[src/rtl/cpu_pkg.sv]
// Shared CPU front-end types and widths, used by the PC, fetch and decode stages.
package cpu_pkg;

  localparam int unsigned ADDR_W      = 8;
  localparam int unsigned INSTR_W     = 16;
  localparam int unsigned FETCH_DEPTH = 4;

  typedef struct packed {
    logic [INSTR_W-1:0] instr;
    logic [ADDR_W-1:0]  pc;
  } fetch_entry_t;

endpackage

[src/rtl/fetch_fifo.sv]
// Synchronous DEPTH-entry FIFO with push/pop/clear; head comes straight from storage (no bypass).
module fetch_fifo
  import cpu_pkg::*;
#(
  parameter int unsigned DEPTH = FETCH_DEPTH,
  parameter type T = fetch_entry_t,
  localparam int unsigned PTR_W = $clog2(DEPTH),
  localparam int unsigned CNT_W = PTR_W + 1
) (
  input  logic             clk,
  input  logic             rst_n,
  input  logic             clear,
  input  logic             push,
  input  T                 data_in,
  input  logic             pop,
  output T                 head,
  output logic [CNT_W-1:0] count
);

  T                 mem [DEPTH];
  logic [PTR_W-1:0] wr_ptr;
  logic [PTR_W-1:0] rd_ptr;

  // Reset also wipes storage so the head reads zero afterwards; clear keeps stale contents.
  always_ff @(posedge clk) begin
    if (!rst_n) begin
      mem    <= '{default: '0};
      wr_ptr <= '0;
      rd_ptr <= '0;
      count  <= '0;
    end else if (clear) begin
      wr_ptr <= '0;
      rd_ptr <= '0;
      count  <= '0;
    end else begin
      if (push) begin
        mem[wr_ptr] <= data_in;
        wr_ptr      <= wr_ptr + PTR_W'(1);
      end
      if (pop) begin
        rd_ptr <= rd_ptr + PTR_W'(1);
      end
      count <= count + CNT_W'(push) - CNT_W'(pop);
    end
  end

  assign head = mem[rd_ptr];

endmodule

[src/rtl/instr_fetch_queue.sv]
// Instruction fetch queue: takes PCs, reads the synchronous ROM, and queues {instr, pc} for decode.
module instr_fetch_queue #(
  parameter int unsigned ADDR_W  = cpu_pkg::ADDR_W,
  parameter int unsigned INSTR_W = cpu_pkg::INSTR_W,
  parameter int unsigned DEPTH   = cpu_pkg::FETCH_DEPTH
) (
  input  logic               i_CLK,
  input  logic               i_RESET,
  input  logic [ADDR_W-1:0]  i_PC,
  input  logic               i_PC_VALID,
  output logic               o_PC_READY,
  output logic [ADDR_W-1:0]  o_MEM_ADDR,
  output logic               o_MEM_RD,
  input  logic [INSTR_W-1:0] i_MEM_DATA,
  input  logic               i_FLUSH,
  output logic [INSTR_W-1:0] o_INSTR,
  output logic [ADDR_W-1:0]  o_INSTR_PC,
  output logic               o_INSTR_VALID,
  input  logic               i_INSTR_READY
);

  localparam int unsigned CNT_W = $clog2(DEPTH) + 1;
  localparam int unsigned SUM_W = CNT_W + 1;

  typedef struct packed {
    logic [INSTR_W-1:0] instr;
    logic [ADDR_W-1:0]  pc;
  } entry_t;

  logic              pending;
  logic [ADDR_W-1:0] pending_pc;
  logic [CNT_W-1:0]  count;
  logic              accept;
  logic              pop;
  logic              push;
  entry_t            wr_entry;
  entry_t            head;

  // The in-flight read holds a credit, so a data return can never land on a full queue.
  assign o_PC_READY = i_RESET & ~i_FLUSH &
                      ((SUM_W'(count) + SUM_W'(pending)) < SUM_W'(DEPTH));
  assign accept     = i_PC_VALID & o_PC_READY;
  assign o_MEM_ADDR = i_PC;
  assign o_MEM_RD   = accept;

  assign o_INSTR_VALID = (count != '0);
  assign pop           = o_INSTR_VALID & i_INSTR_READY & ~i_FLUSH;
  assign push          = pending & ~i_FLUSH;
  assign wr_entry      = '{instr: i_MEM_DATA, pc: pending_pc};

  // Tracks the single read whose ROM data returns on the next edge.
  always_ff @(posedge i_CLK) begin
    if (!i_RESET) begin
      pending    <= 1'b0;
      pending_pc <= '0;
    end else begin
      pending <= accept;
      if (accept) begin
        pending_pc <= i_PC;
      end
    end
  end

  fetch_fifo #(
    .DEPTH (DEPTH),
    .T     (entry_t)
  ) u_fifo (
    .clk     (i_CLK),
    .rst_n   (i_RESET),
    .clear   (i_FLUSH),
    .push    (push),
    .data_in (wr_entry),
    .pop     (pop),
    .head    (head),
    .count   (count)
  );

  assign o_INSTR    = head.instr;
  assign o_INSTR_PC = head.pc;

endmodule

[config.mk]
export PLATFORM = sky130hd
export DESIGN_NAME = instr_fetch_queue
export DESIGN_NICKNAME = d
export VERILOG_FILES = /design/src/rtl/cpu_pkg.sv /design/src/rtl/fetch_fifo.sv /design/src/rtl/instr_fetch_queue.sv
export SDC_FILE = /design/constraint.sdc
export NUM_CORES = 1
export LEC_CHECK = 0
export ABC_AREA = 1
export CAP_MARGIN = 40
export CORE_UTILIZATION = 25
export CTS_BUF_LIST = sky130_fd_sc_hd__clkbuf_4 sky130_fd_sc_hd__clkbuf_8
export CTS_CLUSTER_DIAMETER = 60
export DETAILED_ROUTE_END_ITERATION = 10
export SLEW_MARGIN = 25
export SYNTH_ARGS = -nofsm -noshare
export SYNTH_HDL_FRONTEND = slang
export SYNTH_SLANG_ARGS = --single-unit
[constraint.sdc]
create_clock -name i_CLK -period 1.65 [get_ports i_CLK]
set_input_delay 0.33 -clock i_CLK [delete_from_list [all_inputs] [get_ports i_CLK]]
set_output_delay 0.33 -clock i_CLK [all_outputs]
set_load 0.02 [all_outputs]
==> impl_metrics.py <==
metrics = {
    "clock_network": {
        "clockRootBuffer": "clkbuf_8",
        "cts_max_level": 3,
        "clk_path_buf_depth": 2,
        "cts_num_sinks": 112,
        "cts_buffers": 9,
        "clk_pin_slew_ns": 0.10,
        "clock_latency_ns": 0.38,
        "cts_tree": "yes",
    },
    "timing": {
        "setup_viol": 28,
        "relSlewSlack_pct": 73.6,
        "fmax_mhz": 533,
        "worst_pin_slew_ns": 0.396,
        "finalHoldViolCount": 0,
        "setup_ws_ns": -0.227,
        "fin_skew_ns": 0.00667,
        "rsz0062_at_grt": "yes",
        "period_minus_slack_ns": 1.88,
        "drv_slew": 0,
        "final.period_utilization_pct": 114,
    },
    "power_and_ir_drop": {
        "finalPower_w": 0.00493,
        "leakage_nw": 2.69,
        "vdd.ir_drop.worst_mv": 0.394,
        "powerDensity_nw_per_um2": 693,
    },
    "worst_setup_path": {
        "crit_path_end": "o_INSTR[5]",
        "critPathMaxFanout": 7,
        "timing.rr.end": "u_fifo.count[1]",
        "startpoint": "u_fifo.rd_ptr[0]",
        "reg2reg_slack_ns": -0.16,
        "end_kind": "output port",
        "critPathLaunchType": "register",
        "timing.rr.start": "u_fifo.count[1]",
        "cp.required_ns": 1.32,
        "r2r_cells": 10,
        "path_class": "register to output port",
        "arrival_ns": 1.55,
    },
    "status": {
        "status": "finished with violations",
        "violations": "negative setup slack",
    },
    "route": {
        "route.detailed.drc": 0,
        "vias_per_cell": 4.78,
        "wl_um": 15400,
        "drt-initial-drc-count": 390,
        "vias": 5087,
        "ant_nets": 0,
        "dr.pass1.iters": 5,
        "avgRoutedWirePerCell_um": 14.5,
    },
    "logic_synthesis": {
        "yosysSeqAreaShare_pct": 43.0,
        "yosysWarningCount": 0,
        "syn_area_um2": 5210,
        "syn_avg_cell_area_um2": 7.41,
        "netlist_instances": 703,
        "synth_cell_type_count": 27,
        "ys_seq_elements": 112,
        "syn_nets": 740,
    },
    "grt": {
        "grt_max_degree": 66,
        "grt_pass1_vias": 4594,
        "antenna_found_initial": 0,
        "grt_overflow_total": 0,
        "grt_pass1_wl_um": 24100,
        "grt_usage_pct": 14.0,
    },
    "worst_hold_path": {
        "hold_path_class": "register to register",
    },
    "cells_and_area": {
        "diodes": 0,
        "areaGrowthSynthToFinish_pct": 36.5,
        "drive_gt1_share_pct": 24.6,
        "fillers": 2155,
        "nets": 826,
    },
    "floorplan": {
        "dieHeight_um": 146,
        "fp.coreArea_um2": 20400,
        "rows": 52,
        "die_w_um": 146,
        "num_io_pins": 64,
        "die_area_um2": 21400,
        "initial_utilization_pct": 25.6,
    },
    "placed_design": {
        "dp_hpwl_um": 9610,
        "gp_congestion": 0.753,
        "post-place-ws_ns": -0.658,
        "io_buffers": 63,
    },
    "flow_run": {
        "maxCapViolations": 0,
    },
}
[cells in the final DEF (no fill, tap or decap), drive strengths merged, types with 2 or more instances in the layout]
| cell | count |
|---|---|
| a21oi | 99 |
| clkinv | 2 |
| dfxtp | 112 |
| clkinvlp | 2 |
| buf | 103 |
| clkbuf | 13 |
| inv | 43 |
| dlygate4sd2 | 10 |
| o21ai | 50 |
| nand4 | 10 |
| o22ai | 24 |
| nor2 | 66 |
| nand3 | 100 |
| clkdlybuf4s50 | 26 |
| ha | 7 |
| nand2 | 122 |
[synth_stat cells]
library cell / n / area [um^2]
nand3_1: 100 / 500
buf_1: 2 / 7.51
buf_2: 9 / 45.0
o22ai_1: 24 / 150
dfxtp_1: 112 / 2240
buf_8: 1 / 15.0
clkbuf_1: 27 / 101
inv_2: 3 / 11.3
xor2_1: 1 / 8.76
nor2_1: 63 / 236
nand2_4: 3 / 33.8
buf_6: 13 / 146
nand4_4: 1 / 21.3
buf_4: 13 / 97.6
inv_1: 40 / 150
nand2_8: 1 / 20.0
buf_12: 1 / 20.0
nor3_1: 1 / 5.00
a21oi_1: 99 / 495
fa_1: 1 / 20.0
nand2_2: 2 / 12.5
nor2_4: 3 / 33.8
nand4_1: 9 / 56.3
o21ai_0: 50 / 250
a211oi_1: 1 / 7.51
ha_1: 7 / 87.6
nand2_1: 116 / 435
[critical path, stage by stage (launching register included)]
cell       delay, ns
dfxtp_4         0.40
inv_8           0.09
buf_12          0.14
clkbuf_16       0.15
nor2_1          0.05
o22ai_1         0.16
buf_4           0.17
[final cells by class]
| class | instances | area, um^2 | share of cell area [%] |
|---|---|---|---|
| Multi-Input combinational cell | 482 | 2680 | 37.7 |
| Sequential cell | 112 | 2260 | 31.8 |
| Timing Repair Buffer | 141 | 1450 | 20.4 |
| Tap cell | 270 | 338 | 4.75 |
| Inverter | 43 | 179 | 2.51 |
| Clock buffer | 11 | 151 | 2.13 |
| Clock inverter | 5 | 55.1 | 0.774 |
[layer usage]
metal | global-route usage [%] | vias up | part of all wire (%)
li1 | - | 2523 | -
met1 | 18.9 | 2409 | 46
met2 | 22.7 | 134 | 48
met3 | 2.72 | 21 | 4.8
met4 | 3.59 | 0 | 1.3
met5 | 0 | - | 0
[timing repair]
item / in CTS / in global routing
setup endpoints to repair: 37 / 31
gates resized for setup: 206 / 76
gates cloned: 1 / 2
hold buffers: 0 / 0
setup buffers: 13 / 10
pin swaps: 13 / 18
[flip-flops by register name (all words and copies together) (netlist names)]
register	flops
u_fifo.wr_ptr	2
u_fifo.rd_ptr	2
u_fifo.mem	96
pending_pc	8
u_fifo.count	3
pending	1
[metrics by stage]
step | std cells | hold WS [ns] | cell area (um^2) | setup TNS (ns) | util (%)
2_1_floorplan | 703 | 0.435 | 5260 | -0.216 | -
3_3_place_gp | 1028 | 0.445 | 6320 | -43.57 | 31.0
3_5_place_dp | 1029 | 0.449 | 6340 | -40.71 | 31.2
4_1_cts | 1059 | 0.460 | 6800 | -5.48 | 33.4
5_1_grt | 1064 | 0.476 | 7120 | -6.87 | 34.9
6_report | 1064 | 0.460 | 7120 | -4.91 | 34.9
[cells by family (layout without fill, tap and decap cells)]
kind of cell    count (synthesis)  in the layout  synth area share [%]
compound gates                174            174                  17.3
xor+xnor                        1              1                 0.168
fa+ha+maj                       8              8                  2.06
buf+inv                       109            200                  11.4
flops                         112            112                  43.0
simple gates                  299            299                  26.0
[worst min-delay path by stage]
stage | start | to | slack (ns) | cells past startpoint
floorplan | u_fifo.mem[32] | u_fifo.mem[32] | 0.44 | 2
global placement | u_fifo.mem[26] | u_fifo.mem[26] | 0.45 | 2
detailed placement | u_fifo.mem[35] | u_fifo.mem[35] | 0.45 | 2
CTS | i_RESET | u_fifo.wr_ptr[0] | 0.46 | 5
global route | u_fifo.mem[25] | u_fifo.mem[25] | 0.48 | 2
finish | u_fifo.mem[41] | u_fifo.mem[41] | 0.46 | 2
[power breakdown]
group | switching (W) | internal (W) | leakage, nW
clock network | 0.000949 | 0.000780 | 0.101
logic | 0.000254 | 0.000201 | 1.68
registers | 0.0000273 | 0.00272 | 0.908
Note: power is estimated with default switching activity, not from simulation.
